===== src/rtl/sincpde_pkg.sv =====
// ---------------------------------------------------------------------------
// sincpde_pkg
// Shared definitions for the sincpde result capture slice.
//   SINCPDE_DATA_W    : default width of a core result word (signed, 48 bits)
//   SINCPDE_FRAME_LEN : default words per frame (7 divider + 6 IMAC results)
//   capState_t        : capture FSM states
//   fifoEntry_t       : one buffered word, {last, data}
//   entryLast/Data    : helpers to split a flat {last, data} FIFO word
// ---------------------------------------------------------------------------
package sincpde_pkg;

  localparam int SINCPDE_DATA_W    = 48;
  localparam int SINCPDE_FRAME_LEN = 13;

  typedef enum logic {
    IDLE    = 1'b0,
    CAPTURE = 1'b1
  } capState_t;

  typedef struct packed {
    logic                      last;
    logic [SINCPDE_DATA_W-1:0] data;
  } fifoEntry_t;

  // The FIFO stores {last, data} flat so it stays width generic; these
  // helpers keep the bit placement of the marker in one spot.
  function automatic logic entryLast(input logic [SINCPDE_DATA_W:0] entry);
    return entry[SINCPDE_DATA_W];
  endfunction

  function automatic logic [SINCPDE_DATA_W-1:0] entryData(input logic [SINCPDE_DATA_W:0] entry);
    return entry[SINCPDE_DATA_W-1:0];
  endfunction

endpackage


===== src/rtl/sincpde_sync_fifo.sv =====
// ---------------------------------------------------------------------------
// sincpde_sync_fifo
// Single clock FIFO with synchronous active-high reset. Occupancy is tracked
// with read/write pointers carrying one extra wrap bit, so full and empty are
// both derived from registered state only. The head entry is read
// combinationally, which makes a word written at one edge visible right after
// that edge.
//
// Ports:
//   clk        : clock, rising edge
//   rst        : synchronous active-high reset (empties the FIFO)
//   i_wrEn     : write request; ignored while o_full is high
//   i_wrData   : write data
//   i_rdEn     : read request; ignored while o_empty is high
//   o_rdData   : head entry, forced to zero while empty
//   o_full     : all DEPTH entries are occupied
//   o_empty    : no entry is stored
// ---------------------------------------------------------------------------
module sincpde_sync_fifo #(
  parameter int WIDTH = 49,
  parameter int DEPTH = 32
) (
  input  logic             clk,
  input  logic             rst,
  input  logic             i_wrEn,
  input  logic [WIDTH-1:0] i_wrData,
  input  logic             i_rdEn,
  output logic [WIDTH-1:0] o_rdData,
  output logic             o_full,
  output logic             o_empty
);

  localparam int AW = $clog2(DEPTH);

  logic [WIDTH-1:0] r_mem [DEPTH];
  logic [AW:0]      r_wrPtr;
  logic [AW:0]      r_rdPtr;

  logic w_full;
  logic w_empty;
  logic w_doWrite;
  logic w_doRead;

  // Same index with opposite wrap bits means the writer is a full lap ahead.
  assign w_full  = (r_wrPtr[AW] != r_rdPtr[AW]) &&
                   (r_wrPtr[AW-1:0] == r_rdPtr[AW-1:0]);
  assign w_empty = (r_wrPtr == r_rdPtr);

  // Full is judged on the start-of-cycle occupancy, so a write into a full
  // FIFO is dropped even when a read frees a slot in the same cycle.
  assign w_doWrite = i_wrEn && !w_full;
  assign w_doRead  = i_rdEn && !w_empty;

  // Pointer update; a simultaneous read and write leaves occupancy unchanged.
  always_ff @(posedge clk) begin
    if (rst) begin
      r_wrPtr <= '0;
      r_rdPtr <= '0;
    end else begin
      if (w_doWrite) begin
        r_wrPtr <= r_wrPtr + (AW+1)'(1);
      end
      if (w_doRead) begin
        r_rdPtr <= r_rdPtr + (AW+1)'(1);
      end
    end
  end

  // Storage is not reset; stale contents are never visible because the
  // read port is masked while the FIFO is empty.
  always_ff @(posedge clk) begin
    if (w_doWrite) begin
      r_mem[r_wrPtr[AW-1:0]] <= i_wrData;
    end
  end

  assign o_rdData = w_empty ? '0 : r_mem[r_rdPtr[AW-1:0]];
  assign o_full   = w_full;
  assign o_empty  = w_empty;

endmodule


===== src/rtl/sincpde_result_capture.sv =====
// ---------------------------------------------------------------------------
// sincpde_result_capture
// Captures a fixed-length burst of sincpde core result words on every sync
// pulse, buffers them as {last, data} in a FIFO and streams them out over a
// valid/ready interface with a last-word marker. Also keeps a frame counter
// and sticky overflow / framing error flags.
//
// Optional build macro: SINCPDE_CAPTURE_CHECKSUM_EN adds the `checksum`
// output, the modulo 2^DATA_W sum of every word of the last completed frame.
//
// Ports:
//   clk         : clock, rising edge
//   rst         : synchronous active-high reset
//   sync_in     : frame start from the core's sync_out
//   in_data     : result word, valid on the sync cycle and FRAME_LEN-1 after
//   m_valid     : output word available
//   m_ready     : consumer accepts the word when m_valid && m_ready
//   m_data      : output word
//   m_last      : final word of a frame
//   frame_count : frames completed, wraps modulo 2^CNT_W
//   busy        : high while a frame is being captured
//   overflow    : sticky, a word was dropped because the FIFO was full
//   frame_err   : sticky, sync_in arrived during a capture
//   checksum    : (optional) sum of the last completed frame
// ---------------------------------------------------------------------------
module sincpde_result_capture
  import sincpde_pkg::*;
#(
  parameter int DATA_W    = SINCPDE_DATA_W,
  parameter int FRAME_LEN = SINCPDE_FRAME_LEN,
  parameter int DEPTH     = 32,
  parameter int CNT_W     = 16
) (
  input  logic              clk,
  input  logic              rst,
  input  logic              sync_in,
  input  logic [DATA_W-1:0] in_data,
  output logic              m_valid,
  input  logic              m_ready,
  output logic [DATA_W-1:0] m_data,
  output logic              m_last,
  output logic [CNT_W-1:0]  frame_count,
  output logic              busy,
  output logic              overflow,
  output logic              frame_err
`ifdef SINCPDE_CAPTURE_CHECKSUM_EN
  ,
  output logic [DATA_W-1:0] checksum
`endif
);

  localparam int IDX_W = (FRAME_LEN > 1) ? $clog2(FRAME_LEN) : 1;

  capState_t          r_state;
  logic [IDX_W-1:0]   r_wordIdx;
  logic [CNT_W-1:0]   r_frameCount;
  logic               r_overflow;
  logic               r_frameErr;

  logic               w_wrEn;
  logic               w_wrLast;
  logic               w_isLastIdx;
  logic [DATA_W:0]    w_wrEntry;
  logic [DATA_W:0]    w_rdEntry;
  logic               w_fifoFull;
  logic               w_fifoEmpty;

  // A word is captured on the sync cycle out of IDLE and on every cycle of
  // CAPTURE; a sync pulse during CAPTURE does not restart the frame.
  assign w_isLastIdx = (r_wordIdx == IDX_W'(FRAME_LEN - 1));
  assign w_wrEn      = ((r_state == IDLE) && sync_in) || (r_state == CAPTURE);
  assign w_wrLast    = (r_state == IDLE) ? (FRAME_LEN == 1) : w_isLastIdx;
  assign w_wrEntry   = {w_wrLast, in_data};

  // Framing FSM plus the counters and sticky flags that follow it. The word
  // index advances whether or not the FIFO accepted the write, so a dropped
  // word never shifts the position of later words within the frame.
  always_ff @(posedge clk) begin
    if (rst) begin
      r_state      <= IDLE;
      r_wordIdx    <= '0;
      r_frameCount <= '0;
      r_overflow   <= 1'b0;
      r_frameErr   <= 1'b0;
    end else begin
      case (r_state)
        IDLE: begin
          if (sync_in && (FRAME_LEN > 1)) begin
            r_wordIdx <= IDX_W'(1);
            r_state   <= CAPTURE;
          end
        end
        CAPTURE: begin
          if (sync_in) begin
            r_frameErr <= 1'b1;
          end
          if (w_isLastIdx) begin
            r_wordIdx <= '0;
            r_state   <= IDLE;
          end else begin
            r_wordIdx <= r_wordIdx + IDX_W'(1);
          end
        end
        default: begin
          r_wordIdx <= '0;
          r_state   <= IDLE;
        end
      endcase

      // frame_count counts frames that ended, intact or not.
      if (w_wrEn && w_wrLast) begin
        r_frameCount <= r_frameCount + CNT_W'(1);
      end

      if (w_wrEn && w_fifoFull) begin
        r_overflow <= 1'b1;
      end
    end
  end

`ifdef SINCPDE_CAPTURE_CHECKSUM_EN
  logic [DATA_W-1:0] r_accum;
  logic [DATA_W-1:0] r_checksum;
  logic [DATA_W-1:0] w_accumNext;

  // Word 0 restarts the sum, so no separate clear cycle is needed between
  // back-to-back frames.
  assign w_accumNext = (r_state == IDLE) ? in_data : (r_accum + in_data);

  // Running sum over every captured word, dropped ones included; the total
  // is published on the same edge that bumps frame_count.
  always_ff @(posedge clk) begin
    if (rst) begin
      r_accum    <= '0;
      r_checksum <= '0;
    end else begin
      if (w_wrEn) begin
        r_accum <= w_accumNext;
      end
      if (w_wrEn && w_wrLast) begin
        r_checksum <= w_accumNext;
      end
    end
  end

  assign checksum = r_checksum;
`endif

  sincpde_sync_fifo #(
    .WIDTH (DATA_W + 1),
    .DEPTH (DEPTH)
  ) u_fifo (
    .clk      (clk),
    .rst      (rst),
    .i_wrEn   (w_wrEn),
    .i_wrData (w_wrEntry),
    .i_rdEn   (m_ready),
    .o_rdData (w_rdEntry),
    .o_full   (w_fifoFull),
    .o_empty  (w_fifoEmpty)
  );

  assign m_valid     = !w_fifoEmpty;
  assign m_data      = w_rdEntry[DATA_W-1:0];
  assign m_last      = w_rdEntry[DATA_W];
  assign frame_count = r_frameCount;
  assign busy        = (r_state == CAPTURE);
  assign overflow    = r_overflow;
  assign frame_err   = r_frameErr;

endmodule

===== config.mk =====
export PLATFORM = sky130hd
export DESIGN_NAME = sincpde_result_capture
export DESIGN_NICKNAME = d
export VERILOG_FILES = /design/src/rtl/sincpde_pkg.sv /design/src/rtl/sincpde_sync_fifo.sv /design/src/rtl/sincpde_result_capture.sv
export SDC_FILE = /design/constraint.sdc
export NUM_CORES = 1
export LEC_CHECK = 0
export ABC_AREA = 0
export BUFFER_PORTS_ARGS = -buffer_cell sky130_fd_sc_hd__buf_2
export CAP_MARGIN = 20
export CORE_MARGIN = 1.5
export CORE_UTILIZATION = 56
export CTS_BUF_LIST = sky130_fd_sc_hd__clkbuf_8
export DETAILED_ROUTE_END_ITERATION = 12
export HOLD_SLACK_MARGIN = 0.08
export PLACE_DENSITY = 0.72
export RECOVER_POWER = 25
export SYNTH_ARGS = -nofsm -noshare
export SYNTH_HDL_FRONTEND = slang
export SYNTH_SLANG_ARGS = --single-unit

===== constraint.sdc =====
create_clock -name clk -period 5.08 [get_ports clk]
set_input_delay 0.254 -clock clk [delete_from_list [all_inputs] [get_ports clk]]
set_output_delay 0.254 -clock clk [all_outputs]
set_load 0.005 [all_outputs]

==> summary.md, run 1 <==
| Metric | Value |
|---|---|
| Clk Latency, worst-skew pair | `910 ps` |
| Final setup fails | `0` |
| Post-Syn Area | `62,400 um^2` |
| GRT met1 Usage | `36.0%` |
| First-pass GRT wire length | `213,000 um` |
| Final instance area | `69,900 um^2` |
| Initial Utilization | `56.4%` |
| RSZ-0062 raised after global routing | `false` |
| Flop pwr share | `between 50 and 60%` |
| Fin util | `63.1%` |
| WL per Instance | `roughly 29 um` |
| CTS root buffer | `clkbuf_8` |
| Residual DRC | `0` |
| DR pass1 iterations | `5` |
| Critical Path Start Type | `flop` |
| CTS Buffer Depth | `3` |
| Worst vdd ir | `0.283 mV` |
| Initial antenna violation count | `3` |
| Antenna viol nets, final | `0` |
| Post-Synth XOR/XNOR Area | `0.281%` |
| Switching share of power | `23.7%` |
| Clock-pin slew on the worst setup and hold paths | `60 ps` |
| IO Pins | `around 120` |
| Most frequent cells in the layout | `edfxtp_1, mux2i_1, mux4_2` |
| Setup TNS | `0 ps` |
| Core area | `~110,000 um^2` |
| Data required, critical path | `4830 ps` |
| Post-DR vias/cell | `6.28` |
| Area of the multi-input gates | `between 10,000 and 15,000 um^2` |
| Yosys warning count | `0` |
| Max Freq | `231 MHz` |
| Largest family of logic cells by synthesized area | `multiplexers` |
| Static Leakage | `21.5 nW` |
| Detailed placer's ending HPWL | `about 80,000 um` |
| Final Cycle Share | `between 80 and 90%` |
| Clock power share | `35.6%` |
| Fraction of layout cells with a size suffix above 1 | `23.3%` |
| Most common cell after layout, fill and taps aside | `edfxtp_1` |
| Via count | `31,500` |
| GRT Overall Usage | `26.1%` |
| Post-synthesis mux area share | `about 16%` |
| Die width | `337 um` |
| H-tree Lvls | `4` |
| Sequential element share of the synthesized area | `76.7%` |
| Cell taking the most area after synthesis | `edfxtp_1` |
| Slew @ Worst Pin | `1460 ps` |
| FF+latch area | `approximately 48,000 um^2` |
| Mapped Nets | `3,059` |
| FF-to-FF path depth | `6` |
| Synthesized area per cell | `20.8 um^2` |
| Seq cells post-synth | `1,608` |
| Slew Limit Fails | `0` |
| FILL cells | `7,365` |
| Critical path class | `flop to output pin` |
| CTS tree | `built` |
| Hold Startpoint | `sync_in` |
| Standard-cell row count | `122` |
| Area delta synth->final | `11.9%` |
| Crit path capture type | `output pin` |
| Status | `finished, final reports clean` |
| Int Power | `20.8 mW` |
| Synth Area in Adders | `less than 1%` |
| Top post-synthesis cells by area | `edfxtp_1, mux4_2, mux2i_1` |
| Pwr Density | `390 nW/um^2` |
| WHS Path Cells | `5` |
| Met2 usage | `between 40% and 50%` |
| RR Startpoint | `u_fifo.r_wrPtr[2]` |
| Worst Path Arrival | `4070 ps` |
| Post-Syn Instances | `roughly 3,000` |
| Vias in the first global route | `approximately 32,000` |
| CTS Buf Count | `238` |
| Final net count | `~3,400` |
| Worst Hold End | `r_wordIdx[3]` |
| Synth cell types | `56` |
| DRT iter0 DRCs | `3,260` |
| Clock sinks | `1,608` |
| Final Total Pwr | `about 27 mW` |
| Grt peak-use layer | `met2` |
| DP Area | `approximately 65,000 um^2` |
| Largest net degree at the start of global routing | `around 110` |
| Worst R2R End | `u_fifo.r_mem[5][41]` |
| Gpl congestion | `0.818` |
| Met3 GRT Util | `between 5 and 6%` |
| Tmin final | `approximately 4300 ps` |
| Worst-path maximum fanout | `35` |
| DIE AREA | `between 100,000 and 150,000 um^2` |
| Area share of the largest cell type after synthesis | `75.4%` |
| Input/output buffers | `120` |
| Async SR Flop Fraction | `0%` |
| Simple-Gate Fraction of Synth Area | `2.73%` |
| Hold WC Path Type | `input port to flop` |
| Power share of the combinational group | `between 10% and 20%` |
| Endpoints failing hold | `0` |
| Top FF cell, synth | `edfxtp_1` |
| Psw | `6.48 mW` |
| Post-synthesis compound-gate area fraction | `between 2 and 2.5%` |
| Post-synth EDFFs | `1,568` |
| Die Span Y | `337 um` |
| R2R Setup Slk | `1540 ps` |
| Max-cap viol count | `0` |
| Slew headroom | `approximately 2.5%` |
| Final wirelength | `roughly 150,000 um` |
| Layout Skew | `approximately 47 ps` |
| Grt total ovfl | `0` |
## power groups by stage
stage | combinational [mW] | clock [mW] | sequential (mW)
3_5_place_dp | 2.73 | 0 | 15.1
6_report | 2.75 | 9.71 | 14.8
5_1_grt | 2.93 | 10.4 | 14.8
4_1_cts | 2.78 | 9.86 | 14.8
2_1_floorplan | 1.90 | 0 | 15.0
3_3_place_gp | 2.70 | 0 | 15.1
## timing repair
action                    4_1_cts  5_1_grt
buffers inserted                0        0
hold endpoints to repair     1576        0
hold buffers                   54        0
gates resized for setup         0        0
## routing by layer
| metal | vias up | part of all wire (%) |
|---|---|---|
| li1 | 13100 | - |
| met1 | 16600 | 39 |
| met4 | 0 | 2.4 |
| met3 | 230 | 8.5 |
| met5 | - | 0 |
| met2 | 1563 | 50 |
## layout make-up
class / count / share of cell area (%)
antenna: 4 / 0.0143
sequential: 1608 / 68.6
timing repair buffer: 260 / 2.86
multi-input combinational: 1215 / 19.5
clock inverter: 193 / 1.62
clock buffer: 238 / 4.69
tap: 1488 / 2.67
inverter: 8 / 0.0430
## how the worst max path moves through the flow
| stage | slack [ps] | depth (start not counted) | from | endpoint |
|---|---|---|---|---|
| finish | 760 | 8 | flop | m_data[44] |
| detailed placement | 1620 | 6 | u_fifo.r_wrPtr[2] | u_fifo.r_mem[5][15] |
| floorplan | 1310 | 6 | u_fifo.r_wrPtr[4] | u_fifo.r_mem[29][0] |
| global placement | 1700 | 6 | u_fifo.r_wrPtr[2] | u_fifo.r_mem[5][15] |
| global route | 560 | 8 | flop | m_data[47] |
| CTS | 640 | 8 | flop | m_data[44] |
## cell families (layout without fill, tap and decap cells)
logic type	after synthesis	after routing
AOI/OAI and AO/OA	191	191
xor gates and xnor gates	20	20
adders and majority gates	8	8
buffers and inverters	176	699
DFF	1608	1608
muxes	642	642
other	0	4
and+or+nand+nor	354	354
## flip-flops by register name (all words and copies together), names as in the netlist, named ones only
signal	cells
busy	1
frame_count	16
frame_err	1
overflow	1
r_wordIdx	4
u_fifo.r_mem	1568
u_fifo.r_rdPtr	6
u_fifo.r_wrPtr	6
## through the flow
step	setup WS (ps)	std cells	hold slack, ps
finish	757	5014	265
global route	560	5012	239
CTS	643	5008	176
detailed placement	1620	4523	474
global placement	1700	4522	452
floorplan	1310	2999	353
## critical path: stages, from the launching register on
cell and delay (ps):
dfxtp_4 840, and2b_2 830, buf_4 440, buf_4 310
a22oi_1 100, nand4_1 130, o211ai_1 120, and3_1 220
buf_2 130
## synth_stat cells, types with 3 or more instances
library cell,instances
a31oi_1,13
o21ai_1,4
dfxtp_1,40
a21oi_1,63
nor2_1,62
edfxtp_1,1568
xnor2_1,8
o21ai_0,4
nand3b_1,3
mux4_2,294
ha_1,8
buf_1,7
or3_1,4
xor2_1,12
buf_4,32
nand2_1,146
inv_1,6
nor2b_1,4
nand2b_1,5
nand4_1,46
clkbuf_1,44
mux2_2,12
o211ai_1,37
buf_2,41
a22oi_1,49
buf_6,44
mux2_1,4
and3_1,41
nand3_1,22
a221o_1,12
mux2i_1,332
(Power assumes the default switching activity.)
==> inputs of run 2 (changes only) <==
- CORE_UTILIZATION: 56 -> 60
- PLACE_DENSITY: 0.72 -> 0.77
==> run 2 against run 1 <==
Setup slack improved by 210 ps. Total power fell by 0.43%. Register-to-register slack got worse by 40 ps. Clock power decreased by 1%. Clock-buffer cell count rose by 3. Critical path depth fell by 1. Wire length fell by 4.1%. Non-clock buffer count decreased by 17. Combinational power hardly changed. Final cell count is 2.6% lower. Largest cell class unchanged.
==> summary.md, run 2 (same netlist as run 1, synthesis figures left out) <==
| Metric | Value |
|---|---|
| Static Leakage | `21.4 nW` |
| Clock-pin slew on the worst setup and hold paths | `60 ps` |
| Final wirelength | `140,000 um` |
| Largest net degree at the start of global routing | `110` |
| Endpoints failing hold | `0` |
| Input/output buffers | `120` |
| Post-DR vias/cell | `6.40` |
| Max-cap viol count | `0` |
| Critical path's slowest cell | `and2_2` |
| Initial Utilization | `60.4%` |
| CTS tree | `built` |
| DRT iter0 DRCs | `3,437` |
| Residual DRC | `0` |
| Worst-path maximum fanout | `32` |
| Slew headroom | `4.66%` |
| Clock sinks | `1,608` |
| Pwr Density | `390 nW/um^2` |
| Data required, critical path | `4830 ps` |
| DIE AREA | `approximately 110,000 um^2` |
| FILL cells | `6,408` |
| Setup TNS | `0 ps` |
| Hold WC Path Type | `input port to flop` |
| Layout Skew | `40.4 ps` |
| Peak per-stage delay on the critical path | `870 ps` |
| CTS Buffer Depth | `3` |
| Area of the multi-input gates | `13,600 um^2` |
| Crit path capture type | `output pin` |
| Setup bufs post-CTS | `0` |
| H-tree Lvls | `4` |
| First-pass GRT wire length | `205,000 um` |
| Max reg flops | `1,568` |
| Clk Latency, worst-skew pair | `900 ps` |
| Final net count | `3,372` |
| Fraction of layout cells with a size suffix above 1 | `23.2%` |
| Worst vdd ir | `0.292 mV` |
| Max Freq | `between 200 and 250 MHz` |
| Status | `finished, final reports clean` |
| Tmin final | `4110 ps` |
| Slew Limit Fails | `0` |
| Crit-path leading delay family | `simple AND/OR/NAND/NOR gates` |
| Gpl congestion | `0.817` |
| Area delta synth->final | `11.4%` |
| IO Pins | `121` |
| Most frequent cells in the layout | `edfxtp_1, mux2i_1, mux4_2` |
| Standard-cell row count | `118` |
| Die width | `326 um` |
| WL per Instance | `28.6 um` |
| Critical path class | `flop to output pin` |
| Core area | `103,000 um^2` |
| Grt total ovfl | `0` |
| FF+latch area | `about 48,000 um^2` |
| Cells along the critical path | `and2_2 > buf_4 > a22oi_1 > nand4_1 > o211ai_1 > and3_1 > buf_2` |
| Final Total Pwr | `27.2 mW` |
| Worst Path Arrival | `3860 ps` |
| Hold Worst Slack | `roughly 330 ps` |
| Via count | `31,200` |
| Vias in the first global route | `between 30,000 and 40,000` |
| CTS Buf Count | `between 200 and 250` |
| Die Span Y | `326 um` |
| GRT Overall Usage | `26.5%` |
| DR pass1 iterations | `6` |
| Final Cycle Share | `a little over 80%` |
| Critical Path Start Type | `flop` |
| Most common cell after layout, fill and taps aside | `edfxtp_1` |
| Worst path bufs/invs | `2` |
| Final setup fails | `0` |
| CTS root buffer | `clkbuf_8` |
| Detailed placer's ending HPWL | `73,000 um` |
| RSZ-0062 raised after global routing | `false` |
| Initial antenna violation count | `1` |
| Slew @ Worst Pin | `around 1400 ps` |
| Antenna viol nets, final | `0` |
==> run 2: cell types whose count changed in the layout (fill, tap and decap cells not counted), sizes merged <==
cell / change
dlygate4sd3: -1
bufinv: -1
diode: -2
buf: -11
clkbuf: -2
clkinv: -5
clkinvlp: +3
inv: -5
==> run 2: final timing paths <==
path	from	to	slack [ps]	cells after the start
min reg2reg	frame_count[1]	frame_count[1]	510	2
min	sync_in	r_wordIdx[1]	330	5
max	flop	m_data[47]	970	7
max reg2reg	u_fifo.r_wrPtr[2]	u_fifo.r_mem[6][28]	1500	6
==> run 2: tightest hold or removal path: stages <==
cell and delay, ps:
dlygate4sd3_1 530, buf_2 150, nor3_1 50, a21oi_1 110, nor2_1 50
==> run 2: power by group <==
| group | total [mW] | switching, mW | leakage [nW] | internal [mW] |
|---|---|---|---|---|
| Clock | 9.61 | 4.76 | 2.48 | 4.86 |
| Sequential | 14.8 | 0.0728 | 14.5 | 14.7 |
| Combinational | 2.75 | 1.56 | 4.45 | 1.19 |
| Total | 27.2 | 6.39 | 21.4 | 20.8 |
==> run 2: metrics by stage <==
stage               area (um^2)  setup WS, ps  cells  util, %
finish                    69600           965   4882     67.3
CTS                       69600           913   4879     67.3
global placement          64700          1700   4399     62.6
global route              69600           850   4881     67.3
detailed placement        64700          1600   4400     62.6
floorplan                 62400          1310   2999        -
==> run 2: final cells by class <==
type,instances,area share (%)
clock buffers,241,4.77
well taps,1380,2.48
flip-flops and latches,1608,68.8
inverters,8,0.0432
clock inverters,185,1.51
repair buffers,243,2.73
multi-input cells,1215,19.6
diodes,2,0.00719
==> run 2: per-layer routing <==
layer / wire length (um) / share of wire, % / up-vias / GRT usage [%]
li1: - / - / 13000 / -
met1: 53600 / 38 / 16300 / 35.9
met2: 70400 / 50 / 1634 / 43.9
met3: 11100 / 8.0 / 303 / 4.51
met4: 4490 / 3.2 / 0 / 10.2
met5: 0 / 0 / - / 0
==> run 2: repair_timing <==
action	in CTS	in global routing
hold buffers	53	0
gates resized for setup	0	0
endpoints found under the hold margin	1576	0
